**src/rtl/axis_arb_pkg.sv**
```systemverilog
// Shared definitions for the AXI-Stream packet arbiter: FSM encodings and
// index-width helper.
package axis_arb_pkg;

    localparam logic [0:0] ST_IDLE = 1'b0;
    localparam logic [0:0] ST_XFER = 1'b1;

    // Width of an index into n items; never collapses to zero bits.
    function automatic int idx_w(input int n);
        return (n > 1) ? $clog2(n) : 1;
    endfunction

endpackage

```
**src/rtl/rr_priority_picker.sv**
```systemverilog
// Combinational round-robin picker: first set request bit searching upward
// (with wrap) from last_grant+1.
module rr_priority_picker #(
    parameter int NUM_PORTS = 4,
    parameter int IDX_W     = 2
) (
    input  logic [NUM_PORTS-1:0] req,
    input  logic [IDX_W-1:0]     last_grant,
    output logic [IDX_W-1:0]     grant_idx,
    output logic                 grant_valid
);

    logic [IDX_W-1:0] sel;

    // Walk from the farthest offset down to +1 so the nearest requester wins.
    always_comb begin
        grant_idx   = '0;
        grant_valid = 1'b0;
        sel         = '0;
        for (int k = NUM_PORTS; k >= 1; k--) begin
            sel = IDX_W'((int'(last_grant) + k) % NUM_PORTS);
            if (req[sel]) begin
                grant_idx   = sel;
                grant_valid = 1'b1;
            end
        end
    end

endmodule

```
**src/rtl/axis_packet_arbiter.sv**
```systemverilog
// Packet-atomic round-robin arbiter merging NUM_PORTS AXI-Stream inputs into
// one egress stream tagged with the source port in tid.
module axis_packet_arbiter
    import axis_arb_pkg::*;
#(
    parameter int NUM_PORTS       = 4,
    parameter int AXIS_BUS_WIDTH  = 64,
    parameter int AXIS_ID_WIDTH   = 2,
    parameter int AXIS_DEST_WIDTH = 1
) (
    input  logic                                   aclk,
    input  logic                                   aresetn,
    input  logic [NUM_PORTS*AXIS_BUS_WIDTH-1:0]    axis_in_tdata,
    input  logic [NUM_PORTS*AXIS_BUS_WIDTH/8-1:0]  axis_in_tkeep,
    input  logic [NUM_PORTS*AXIS_DEST_WIDTH-1:0]   axis_in_tdest,
    input  logic [NUM_PORTS-1:0]                   axis_in_tlast,
    input  logic [NUM_PORTS-1:0]                   axis_in_tvalid,
    output logic [NUM_PORTS-1:0]                   axis_in_tready,
    output logic [AXIS_BUS_WIDTH-1:0]              axis_out_tdata,
    output logic [AXIS_BUS_WIDTH/8-1:0]            axis_out_tkeep,
    output logic [AXIS_DEST_WIDTH-1:0]             axis_out_tdest,
    output logic                                   axis_out_tlast,
    output logic                                   axis_out_tvalid,
    output logic [AXIS_ID_WIDTH-1:0]               axis_out_tid,
    input  logic                                   axis_out_tready,
    input  logic [NUM_PORTS-1:0]                   port_enable,
    output logic [$clog2(NUM_PORTS)-1:0]           grant_idx,
    output logic                                   busy
);

    localparam int IDX_W  = idx_w(NUM_PORTS);
    localparam int KEEP_W = AXIS_BUS_WIDTH / 8;

    logic [NUM_PORTS-1:0][AXIS_BUS_WIDTH-1:0]  in_data;
    logic [NUM_PORTS-1:0][KEEP_W-1:0]          in_keep;
    logic [NUM_PORTS-1:0][AXIS_DEST_WIDTH-1:0] in_dest;

    assign in_data = axis_in_tdata;
    assign in_keep = axis_in_tkeep;
    assign in_dest = axis_in_tdest;

    logic [0:0]       state;
    logic [IDX_W-1:0] last_grant;
    logic [IDX_W-1:0] pick_idx;
    logic             pick_vld;
    logic             eop;

    // port_enable only gates new grants; it is ignored once a packet is underway.
    rr_priority_picker #(
        .NUM_PORTS (NUM_PORTS),
        .IDX_W     (IDX_W)
    ) u_picker (
        .req         (axis_in_tvalid & port_enable),
        .last_grant  (last_grant),
        .grant_idx   (pick_idx),
        .grant_valid (pick_vld)
    );

    assign eop = axis_out_tvalid & axis_out_tready & axis_out_tlast;

    always_ff @(posedge aclk or negedge aresetn) begin
        if (!aresetn) begin
            state      <= ST_IDLE;
            last_grant <= IDX_W'(NUM_PORTS - 1);
            grant_idx  <= '0;
        end else begin
            case (state)
                ST_IDLE: begin
                    if (pick_vld) begin
                        grant_idx <= pick_idx;
                        state     <= ST_XFER;
                    end
                end
                ST_XFER: begin
                    if (eop) begin
                        last_grant <= grant_idx;
                        state      <= ST_IDLE;
                    end
                end
                default: state <= ST_IDLE;
            endcase
        end
    end

    assign busy            = (state == ST_XFER);
    assign axis_out_tdata  = in_data[grant_idx];
    assign axis_out_tkeep  = in_keep[grant_idx];
    assign axis_out_tdest  = in_dest[grant_idx];
    assign axis_out_tlast  = busy & axis_in_tlast[grant_idx];
    assign axis_out_tvalid = busy & axis_in_tvalid[grant_idx];
    assign axis_out_tid    = AXIS_ID_WIDTH'(grant_idx);

    always_comb begin
        axis_in_tready = '0;
        if (busy) axis_in_tready[grant_idx] = axis_out_tready;
    end

endmodule

```
**config.mk**
```make
export PLATFORM = sky130hd
export DESIGN_NAME = axis_packet_arbiter
export DESIGN_NICKNAME = d
export VERILOG_FILES = /design/src/rtl/axis_arb_pkg.sv /design/src/rtl/rr_priority_picker.sv /design/src/rtl/axis_packet_arbiter.sv
export SDC_FILE = /design/constraint.sdc
export NUM_CORES = 1
export LEC_CHECK = 0
export ABC_AREA = 1
export CORE_AREA = 10 10 142 144
export CTS_BUF_LIST = sky130_fd_sc_hd__clkbuf_4
export DETAILED_ROUTE_END_ITERATION = 10
export DIE_AREA = 0 0 152 154
export MAX_ROUTING_LAYER = met4
export PLACE_DENSITY = 0.62
export SLEW_MARGIN = 15
export SYNTH_ARGS = -nofsm -noshare
export SYNTH_HDL_FRONTEND = slang
export SYNTH_HIERARCHICAL = 1
export SYNTH_SLANG_ARGS = --single-unit
```
**constraint.sdc**
```tcl
create_clock -name aclk -period 3.8 [get_ports aclk]
set_clock_uncertainty 0.05 [all_clocks]
set_input_delay 0.76 -clock aclk [delete_from_list [all_inputs] [get_ports aclk]]
set_output_delay 0.76 -clock aclk [all_outputs]
set_load 0.005 [all_outputs]
```
==> impl_results.md <==
- Status: completed
- H-tree levels: 1
- Clk sink count: 5
- Most common cell after layout, fill and taps aside: clkdlybuf4s50_1
- Vias in the first global route: between 4k and 5k
- Final hold violation count: 0
- CTS-repair resized insts: 0
- Leak: 2.53 nW
- Clk_lat worst skew: 0.24 ns
- First-pass DRT Iterations: 6
- Core area: ~17000 um^2
- Commonest non-fill, non-tap cells in the layout: 390 x clkdlybuf4s50_1, 230 x nand3_1, 72 x a22oi_1, 49 x nand2_1, 13 x inv_1
- CTS tree: done
- Final worst path period share: between 80 and 90%
- Netlist cell types: 21
- Overall routed net length: 21400 um
- Port Buf Inserts: 390
- Setup Buffers After CTS: 0
- Max FO, Critical Path: 49
- Initial antenna violation count: 2
- Max clock buf depth: 2
- Placed cells: a little over 1k
- GR Overflow Total: 0
- CP top delay family: buffers and inverters
- Fraction of layout cells with a size suffix above 1: under 10%
- Peak supply drop: about 0.00035 V
- Starting Density: between 10% and 20%
- Syn Area/Cell: between 5 and 6 um^2
- Fill cells: between 1.5k and 2k
- Total negative slack: 0 ns
- RSZ-0062 raised after global routing: no
- First-pass GRT wire length: roughly 31000 um
- Drt wl/cell: ~21 um
- Die Area: 23400 um^2
- Num rows: 48
- Measured slew at the worst slew-check pin: ~0.60 ns
- CP peak stage delay: 0.70 ns
- Max Cap Viol: 0
- Max-slew violations: 0
- DR vias: 4873
- Slowest-stage cell, CP: dfrtp_4
- Hold/Removal Path Class: flip-flop to flip-flop
- Syn_nets: 754
- Die Y: 154 um
- Crit-path cells: nor2_4, buf_4, a22oi_1, nand3_1, clkdlybuf4s50_1
- Largest net degree at the start of global routing: between 70 and 80
- GRT Total Usage: 16.8%
- Final Non-Filler Cells: roughly 1.0k
- Clock transition at the registers of the reported paths: 0.04 ns
- Synthesis Warnings: 6
- Initial DRC Count: 419
- Mapped Area: ~2500 um^2
- HPWL after DPL: 17400 um
- Clk root buf: clkbuf_4
- Antenna-violating nets left: 0
- Post-Synthesis Cells: 447
- Fmax: between 200 and 300 MHz
- Die width: about 150 um
- Endpoint class of the critical path: output port
- Setup crit start kind: flip-flop
- Cts hold-fix bufs: 0
- Final setup viols: 0
- WS Path Type: flip-flop to output port
- Worst path bufs/invs: 2
- Ports: 391
- Vias per Instance: ~4.8
- Seq/Total Area, Yosys: a little over 5%
- Net count, final: roughly 1.1k
- GPL Wtd Cong: ~0.98
- Tmin final: between 3 and 4 ns
- Arrival @ worst endpoint: 2.56 ns
- Post-synthesis register bit count: 5
- Area Growth Syn to Fin: 163%
- Crit path required time: 2.99 ns
- Slew HR: between 50% and 60%
- Cts bufs inserted: 3
- Power Density: roughly 600 nW/um^2
- Drc violations: 0
## cell families after synthesis
kind of cell / count (synthesis) / synth area share, %
DFF: 5 / 5.12
buffers and inverters: 67 / 13.9
AOI/OAI and AO/OA: 75 / 22.5
and+or+nand+nor: 300 / 58.6
## flip-flops by register name (all words and copies together), names as in the netlist
| name | count |
|---|---|
| axis_out_tid | 2 |
| busy | 1 |
| last_grant | 2 |
## cell usage after synthesis
cell type	instances	area (um^2)
buf_2	34	170
nand3_1	230	1150
inv_8	1	11.3
inv_1	13	48.8
a22oi_1	72	541
nor3_1	4	20.0
nor2_2	3	18.8
dfstp_2	2	52.6
buf_6	2	22.5
nand2_1	49	184
clkbuf_1	9	33.8
a21oi_1	2	10.0
inv_4	1	6.26
o21ai_2	1	8.76
and2_4	1	8.76
nor2_1	6	22.5
nand4_1	1	6.26
dfrtp_1	3	75.1
nand2_2	4	25.0
buf_4	7	52.6
nor2_4	2	22.5
## worst register-to-register path, cell delays in order (launching register included)
cell	delay [ns]
dfrtp_4	0.74
buf_4	0.56
nand3_1	0.20
nand2_1	0.11
nor2_1	0.07
nor2_2	0.12
nand2_1	0.10
nand2_1	0.07
nand2_1	0.05
## routing by layer
metal	vias up	track usage [%]	part of all wire, %
met1	2201	19.5	41
met4	0	3.81	1.8
met5	-	-	0
li1	2363	-	-
met2	287	29.1	50
met3	22	3.60	7.4
## layout make-up
type                       instances  area (um^2)  share of cell area (%)
tap                              225          282                    4.30
multi-input combinational        375         2020                    30.9
inverter                          15         66.3                    1.01
clock buffer                       4         30.0                   0.459
sequential                         5          135                    2.06
antenna                            2         5.00                  0.0764
timing repair buffer             397         4010                    61.2
## path summary, 6_finish.rpt
| path | startpoint | endpoint | slack [ns] | cells past startpoint |
|---|---|---|---|---|
| hold / removal | last_grant[1]$_DFFE_PN1P_ | last_grant[1]$_DFFE_PN1P_ | 0.44 | 2 |
| hold reg to reg | last_grant[1]$_DFFE_PN1P_ | last_grant[1]$_DFFE_PN1P_ | 0.44 | 2 |
| setup reg to reg | axis_out_tid[0]$_DFFE_PN0P_ | busy$_DFF_PN0_ | 1.62 | 8 |
| max in group asynchronous | aresetn | last_grant[1]$_DFFE_PN1P_ | 2.75 | 1 |
| min in group asynchronous | aresetn | busy$_DFF_PN0_ | 0.69 | 1 |
| setup / recovery | axis_out_tid[1]$_DFFE_PN0P_ | axis_out_tkeep[7] | 0.43 | 5 |
## through the flow
stage          util [%]  hold slack, ns  power (mW)  worst slack, ns  cell area [um^2]
3_3_place_gp       37.9           0.435        3.89            0.629              6510
5_1_grt            38.1           0.460        4.23            0.257              6550
4_1_cts            38.1           0.445        3.98            0.359              6540
2_1_floorplan         -           0.400        1.87             1.83              2490
3_5_place_dp       37.9           0.438        3.90            0.627              6510
6_report           38.1           0.440        3.91            0.425              6550
## power breakdown
group | switching [mW] | leakage [nW] | internal [mW]
Clock | 0.0216 | 0.0184 | 0.0468
Combinational | 1.67 | 2.46 | 1.89
Sequential | 0.193 | 0.0520 | 0.0914
Total | 1.89 | 2.53 | 2.03
(Power assumes the default switching activity.)
